File: src/rtl/inv_last_round_if.sv
// Handshake bundle for inv_last_round.
//   IN_VALID/IN_READY   : ciphertext block + round-10 key input handshake
//   IN_DATA / IN_KEY    : 128-bit block and key, byte 0 in [127:120]
//   OUT_VALID/OUT_READY : result output handshake
//   OUT_DATA            : 128-bit InvSubBytes(InvShiftRows(IN_DATA ^ IN_KEY))
// master = the side that supplies blocks and consumes results; slave = the round block.
interface inv_last_round_if;
  logic         IN_VALID;
  logic         IN_READY;
  logic [127:0] IN_DATA;
  logic [127:0] IN_KEY;
  logic         OUT_VALID;
  logic         OUT_READY;
  logic [127:0] OUT_DATA;

  modport master (
    output IN_VALID,
    output IN_DATA,
    output IN_KEY,
    output OUT_READY,
    input  IN_READY,
    input  OUT_VALID,
    input  OUT_DATA
  );

  modport slave (
    input  IN_VALID,
    input  IN_DATA,
    input  IN_KEY,
    input  OUT_READY,
    output IN_READY,
    output OUT_VALID,
    output OUT_DATA
  );
endinterface

File: src/rtl/inv_last_round.sv
// Byte-serial first round of the AES-128 decryption datapath.
// Accepts one ciphertext block and the round-10 key, applies AddRoundKey, then
// InvShiftRows + InvSubBytes one byte per cycle through a single inverse S-box,
// and holds the result until the downstream core takes it.
// Ports:
//   clk  : system clock, rising edge
//   rst  : synchronous, active-high reset
//   bus  : inv_last_round_if.slave (IN_* input handshake, OUT_* result handshake)
module inv_last_round (
  input logic            clk,
  input logic            rst,
  inv_last_round_if.slave bus
);

  typedef enum logic [1:0] {StIdle, StSub, StDone} state_e;

  localparam logic [7:0] InvSbox [256] = '{
    8'h52, 8'h09, 8'h6a, 8'hd5, 8'h30, 8'h36, 8'ha5, 8'h38,
    8'hbf, 8'h40, 8'ha3, 8'h9e, 8'h81, 8'hf3, 8'hd7, 8'hfb,
    8'h7c, 8'he3, 8'h39, 8'h82, 8'h9b, 8'h2f, 8'hff, 8'h87,
    8'h34, 8'h8e, 8'h43, 8'h44, 8'hc4, 8'hde, 8'he9, 8'hcb,
    8'h54, 8'h7b, 8'h94, 8'h32, 8'ha6, 8'hc2, 8'h23, 8'h3d,
    8'hee, 8'h4c, 8'h95, 8'h0b, 8'h42, 8'hfa, 8'hc3, 8'h4e,
    8'h08, 8'h2e, 8'ha1, 8'h66, 8'h28, 8'hd9, 8'h24, 8'hb2,
    8'h76, 8'h5b, 8'ha2, 8'h49, 8'h6d, 8'h8b, 8'hd1, 8'h25,
    8'h72, 8'hf8, 8'hf6, 8'h64, 8'h86, 8'h68, 8'h98, 8'h16,
    8'hd4, 8'ha4, 8'h5c, 8'hcc, 8'h5d, 8'h65, 8'hb6, 8'h92,
    8'h6c, 8'h70, 8'h48, 8'h50, 8'hfd, 8'hed, 8'hb9, 8'hda,
    8'h5e, 8'h15, 8'h46, 8'h57, 8'ha7, 8'h8d, 8'h9d, 8'h84,
    8'h90, 8'hd8, 8'hab, 8'h00, 8'h8c, 8'hbc, 8'hd3, 8'h0a,
    8'hf7, 8'he4, 8'h58, 8'h05, 8'hb8, 8'hb3, 8'h45, 8'h06,
    8'hd0, 8'h2c, 8'h1e, 8'h8f, 8'hca, 8'h3f, 8'h0f, 8'h02,
    8'hc1, 8'haf, 8'hbd, 8'h03, 8'h01, 8'h13, 8'h8a, 8'h6b,
    8'h3a, 8'h91, 8'h11, 8'h41, 8'h4f, 8'h67, 8'hdc, 8'hea,
    8'h97, 8'hf2, 8'hcf, 8'hce, 8'hf0, 8'hb4, 8'he6, 8'h73,
    8'h96, 8'hac, 8'h74, 8'h22, 8'he7, 8'had, 8'h35, 8'h85,
    8'he2, 8'hf9, 8'h37, 8'he8, 8'h1c, 8'h75, 8'hdf, 8'h6e,
    8'h47, 8'hf1, 8'h1a, 8'h71, 8'h1d, 8'h29, 8'hc5, 8'h89,
    8'h6f, 8'hb7, 8'h62, 8'h0e, 8'haa, 8'h18, 8'hbe, 8'h1b,
    8'hfc, 8'h56, 8'h3e, 8'h4b, 8'hc6, 8'hd2, 8'h79, 8'h20,
    8'h9a, 8'hdb, 8'hc0, 8'hfe, 8'h78, 8'hcd, 8'h5a, 8'hf4,
    8'h1f, 8'hdd, 8'ha8, 8'h33, 8'h88, 8'h07, 8'hc7, 8'h31,
    8'hb1, 8'h12, 8'h10, 8'h59, 8'h27, 8'h80, 8'hec, 8'h5f,
    8'h60, 8'h51, 8'h7f, 8'ha9, 8'h19, 8'hb5, 8'h4a, 8'h0d,
    8'h2d, 8'he5, 8'h7a, 8'h9f, 8'h93, 8'hc9, 8'h9c, 8'hef,
    8'ha0, 8'he0, 8'h3b, 8'h4d, 8'hae, 8'h2a, 8'hf5, 8'hb0,
    8'hc8, 8'heb, 8'hbb, 8'h3c, 8'h83, 8'h53, 8'h99, 8'h61,
    8'h17, 8'h2b, 8'h04, 8'h7e, 8'hba, 8'h77, 8'hd6, 8'h26,
    8'he1, 8'h69, 8'h14, 8'h63, 8'h55, 8'h21, 8'h0c, 8'h7d
  };

  state_e       state_q;
  logic         in_ready_q;
  logic         out_valid_q;
  logic [127:0] ark_q;
  logic [127:0] result_q;
  logic [3:0]   cnt_q;

  // Destination byte i = cnt_q = 4c+r. InvShiftRows pulls it from column (c-r) mod 4
  // of the same row; 2-bit subtraction wraps for free.
  logic [1:0] src_col;
  logic [3:0] src_idx;
  logic [6:0] rd_lsb;
  logic [6:0] wr_lsb;
  logic [7:0] sbox_in;
  logic [7:0] sbox_out;

  always_comb begin
    src_col  = cnt_q[3:2] - cnt_q[1:0];
    src_idx  = {src_col, cnt_q[1:0]};
    // Byte k lives at bits [127-8k -: 8], i.e. LSB at 8*(15-k) = {~k, 3'b000}.
    rd_lsb   = {~src_idx, 3'b000};
    wr_lsb   = {~cnt_q, 3'b000};
    sbox_in  = ark_q[rd_lsb +: 8];
    sbox_out = InvSbox[sbox_in];
  end

  always_ff @(posedge clk) begin
    if (rst) begin
      state_q     <= StIdle;
      in_ready_q  <= 1'b1;
      out_valid_q <= 1'b0;
      ark_q       <= '0;
      result_q    <= '0;
      cnt_q       <= '0;
    end else begin
      unique case (state_q)
        StIdle: begin
          if (bus.IN_VALID) begin
            ark_q      <= bus.IN_DATA ^ bus.IN_KEY;
            cnt_q      <= '0;
            in_ready_q <= 1'b0;
            state_q    <= StSub;
          end
        end
        StSub: begin
          result_q[wr_lsb +: 8] <= sbox_out;
          cnt_q                 <= cnt_q + 4'd1;
          if (cnt_q == 4'd15) begin
            out_valid_q <= 1'b1;
            state_q     <= StDone;
          end
        end
        StDone: begin
          if (bus.OUT_READY) begin
            out_valid_q <= 1'b0;
            in_ready_q  <= 1'b1;
            state_q     <= StIdle;
          end
        end
        default: begin
          in_ready_q  <= 1'b1;
          out_valid_q <= 1'b0;
          state_q     <= StIdle;
        end
      endcase
    end
  end

  assign bus.IN_READY  = in_ready_q;
  assign bus.OUT_VALID = out_valid_q;
  assign bus.OUT_DATA  = result_q;

endmodule
File: src/flat_wrapper.sv
// flat-port wrapper written by rule: the top's interface ports become plain ports
module inv_last_round_flat 
  (clk, rst, bus_IN_VALID, bus_IN_DATA, bus_IN_KEY, bus_OUT_READY, bus_IN_READY, bus_OUT_VALID, bus_OUT_DATA);
  inv_last_round_if bus_i ();
  input logic clk;
  input logic rst;
  input wire logic [$bits(bus_i.IN_VALID)-1:0] bus_IN_VALID;
  input wire logic [$bits(bus_i.IN_DATA)-1:0] bus_IN_DATA;
  input wire logic [$bits(bus_i.IN_KEY)-1:0] bus_IN_KEY;
  input wire logic [$bits(bus_i.OUT_READY)-1:0] bus_OUT_READY;
  output wire logic [$bits(bus_i.IN_READY)-1:0] bus_IN_READY;
  output wire logic [$bits(bus_i.OUT_VALID)-1:0] bus_OUT_VALID;
  output wire logic [$bits(bus_i.OUT_DATA)-1:0] bus_OUT_DATA;
  assign bus_i.IN_VALID = bus_IN_VALID;
  assign bus_i.IN_DATA = bus_IN_DATA;
  assign bus_i.IN_KEY = bus_IN_KEY;
  assign bus_i.OUT_READY = bus_OUT_READY;
  assign bus_IN_READY = bus_i.IN_READY;
  assign bus_OUT_VALID = bus_i.OUT_VALID;
  assign bus_OUT_DATA = bus_i.OUT_DATA;
  inv_last_round u_core (.clk(clk), .rst(rst), .bus(bus_i));
endmodule
File: config.mk
export PLATFORM = sky130hd
export DESIGN_NAME = inv_last_round_flat
export DESIGN_NICKNAME = d
export VERILOG_FILES = /design/src/rtl/inv_last_round_if.sv /design/src/rtl/inv_last_round.sv /design/src/flat_wrapper.sv
export SDC_FILE = /design/constraint.sdc
export NUM_CORES = 1
export LEC_CHECK = 0
export CAP_MARGIN = 15
export CORE_MARGIN = 3
export CORE_UTILIZATION = 50
export CTS_CLUSTER_DIAMETER = 100
export DETAILED_ROUTE_END_ITERATION = 8
export PLACE_DENSITY = 0.82
export SLEW_MARGIN = 20
export SYNTH_ARGS = -nofsm -noshare
export SYNTH_HDL_FRONTEND = slang
export SYNTH_SLANG_ARGS = --single-unit
File: constraint.sdc
create_clock -name clk -period 5.15 [get_ports clk]
set_input_delay 0.515 -clock clk [delete_from_list [all_inputs] [get_ports clk]]
set_output_delay 0.515 -clock clk [all_outputs]
set_load 0.01 [all_outputs]
==> flow_metrics.env <==
export IMPL_run_status="completed"
export IMPL_floorplan_initialDensity_pct=51.4
export IMPL_number_of_global_route_vias_before_repair=18100
export IMPL_crit_arrival_ns=5.49
export IMPL_clk_pin_slew_ns=0.07
export IMPL_avgRoutedWirePerCell_um=30.5
export IMPL_worst_ir_drop_vdd_mv=0.262
export IMPL_worstSetupPathType="reg -> reg"
export IMPL_synth_avg_cell_area_sq_um=8.53
export IMPL_syn2layout_area_growth_pct=37.0
export IMPL_fin_nets=2422
export IMPL_syn_cell_area_sq_um=15000
export IMPL_power_per_cell_area_nw_per_um2=370
export IMPL_finalSetupViolations=0
export IMPL_gp_congestion=1.12
export IMPL_floorplan_die_area_sq_um=32000
export IMPL_yosysMostFrequentCell="dfxtp_1"
export IMPL_dr_pass1_iters=8
export IMPL_postSynthNetCount=2037
export IMPL_final_setup_skew_ns=0.00899
export IMPL_synth_ff_type="dfxtp_1"
export IMPL_die_height_um=179
export IMPL_period_minus_slack_ns=5.07
export IMPL_final_core_util_pct=70.4
export IMPL_grt_setup_unrepaired="false"
export IMPL_final_hold_viol_count=0
export IMPL_synth_top_cells_by_count="264 x dfxtp_1, 238 x nor2_1, 162 x a211oi_1"
export IMPL_final_layout_size_suffix_gt1_share_pct=10.8
export IMPL_yosys_area_top_type="dfxtp_1"
export IMPL_final_min_period_over_clock_period_pct=98.5
export IMPL_htree_num_levels=1
export IMPL_drtIter0Drc=3044
export IMPL_ys_top_cells_by_area="dfxtp_1 35%, a211oi_1 8.1%, xnor2_1 7.6%"
export IMPL_timing_critical_path_to_type="flop"
export IMPL_synth_enable_flop_cells=0
export IMPL_postRouteAntennaNets=0
export IMPL_floorplan_die_width_um=179
export IMPL_numPortBuffers=389
export IMPL_grt_start_max_net_pins=173
export IMPL_fin_setup_tns_ns=0
export IMPL_fmax_mhz=197
export IMPL_yosys_warnings=0
export IMPL_worst_endpoint_required_ns=5.56
export IMPL_netlist_instances=1753
export IMPL_clock_path_buffers=3
export IMPL_crit_path_start_kind="flop"
export IMPL_max_cap_violations=0
export IMPL_worst_skew_pair_latency_ns=0.56
export IMPL_leakage_component_of_the_power_nw=7.30
export IMPL_route_detailed_vias_per_inst=7.06
export IMPL_global_route_overflow_total=0
export IMPL_finalWirelength_um=77600
export IMPL_part_of_the_yosys_area_used_for_sequential_elements_pct=35.3
export IMPL_hold_buffers=0
export IMPL_reg2reg_slack_ns=0.08
export IMPL_grt_pass1_wl_um=113000
export IMPL_design_portCount=390
export IMPL_total_of_flip_flops_plus_latches_after_synthesis=264
export IMPL_cts_buffer_count=26
export IMPL_detail_route_drc_violations=0
export IMPL_cts_sinks=264
export IMPL_grt_antenna_before_repair=2
export IMPL_slew_violations=0
export IMPL_half_perimeter_wire_length_after_placement_um=54600
export IMPL_yosys_area_top_type_share_pct=35.3
export IMPL_max_slew_worst_pin_slew_ns=1.13
export IMPL_ctsRootBufferMaster="clkbuf_16"
export IMPL_slew_limit_headroom_pct=24.5
export IMPL_grt_util_all_layers_pct=46.8
export IMPL_dr_total_vias=18000
export IMPL_postSynth_asyncResetShare_pct=0
export IMPL_critical_path_peak_fanout=41
export IMPL_min_path_type="in -> reg"
export IMPL_cts_tree="yes"
export IMPL_core_sq_um=29100
export IMPL_yosysUniqueCellTypes=91
export IMPL_std_cell_rows=62
[kinds of logic after synthesis]
family | synth area share [%]
AO/OA/AOI/OAI | 29.4
multiplexers | 4.64
adder cells (fa/ha/maj) | 2.01
AND/OR/NAND/NOR | 15.2
XOR/XNOR | 7.93
flip-flops | 35.3
buffers and inverters | 5.50
[timing repair]
| action | 4_1_cts | 5_1_grt |
|---|---|---|
| resized for setup | 0 | 3 |
| buffers inserted | 0 | 0 |
| setup endpoints to repair | 0 | 33 |
[critical path: stages, from the launching register on]
cell and delay (ns):
dfxtp_1 0.33, inv_1 0.06, ha_2 0.49, mux4_2 0.55
and3_1 0.23, a21o_1 0.22, nor2_4 0.13, buf_4 0.49
buf_4 0.46, ha_1 0.26, nor2_1 0.07, o31ai_2 0.51
o22ai_1 0.30, a222oi_1 0.33, buf_4 0.28, o21ai_0 0.17
[per-layer routing]
layer | vias to the layer above | track usage [%] | routed length, um
met5 | - | 0 | 10
met4 | 2 | 36.8 | 7970
met2 | 1760 | 74.2 | 35000
li1 | 7273 | - | -
met3 | 575 | 13.4 | 9400
met1 | 8352 | 52.7 | 25200
[stage by stage]
stage / cell area (sq um) / power (mW) / worst slack, ns / hold slack, ns / instances
after floorplan: 15000 / 3.94 / 0.516 / 0.467 / 1753
final: 20500 / 7.59 / 0.0785 / 0.447 / 2543
after global routing: 20500 / 7.68 / 0.0911 / 0.443 / 2542
after global placement: 19600 / 5.39 / 0.0548 / 0.434 / 2494
after detailed placement: 19600 / 5.36 / 0.208 / 0.446 / 2494
after CTS: 20500 / 7.33 / 0.147 / 0.410 / 2541
[cell usage in the layout, fill, tap and decap left out, types with 10 or more instances in the layout]
| cell | instances |
|---|---|
| ha_1 | 23 |
| nand2_1 | 139 |
| a21oi_1 | 80 |
| clkbuf_16 | 26 |
| nor3_1 | 36 |
| nor2_1 | 237 |
| and2_1 | 10 |
| a22o_1 | 46 |
| mux2i_1 | 20 |
| inv_1 | 14 |
| nor3b_1 | 10 |
| o211ai_1 | 28 |
| a211oi_1 | 162 |
| o221ai_1 | 11 |
| nand3_1 | 31 |
| dfxtp_1 | 262 |
| xnor2_1 | 129 |
| or3_1 | 10 |
| a311oi_1 | 12 |
| o21ai_0 | 99 |
| mux4_2 | 17 |
| buf_4 | 113 |
| clkdlybuf4s50_1 | 388 |
[cell type report]
class | instances | area (sq um)
diodes | 2 | 5.00
inverters | 19 | 71.3
flip-flops and latches | 264 | 5290
multi-input cells | 1321 | 8940
clock inverters | 7 | 92.6
well taps | 384 | 480
clock buffers | 40 | 793
repair buffers | 506 | 4820
fillers | 1919 | 8600
[state kept, by name (all words and copies together) (netlist names)]
name and cells:
u_core.cnt_q 4, u_core.bus.OUT_VALID 1, u_core.ark_q 128, u_core.bus.OUT_DATA 128, u_core.state_q 2, u_core.bus.IN_READY 1
[power by group]
part	internal, mW	switching [mW]
Sequential	2.15	0.0802
Combinational	1.15	2.22
Clock	1.12	0.872
Total	4.42	3.17
[final timing paths]
check                                               end  cells past startpoint               startpoint
worst max-delay path            u_core.bus.OUT_DATA[49]                     15          u_core.cnt_q[2]
worst min-delay path                    u_core.cnt_q[1]                      2                      rst
worst max register to register  u_core.bus.OUT_DATA[49]                     15          u_core.cnt_q[2]
worst min register to register  u_core.bus.OUT_DATA[93]                      2  u_core.bus.OUT_DATA[93]
Power figures use the tool's default switching activity.
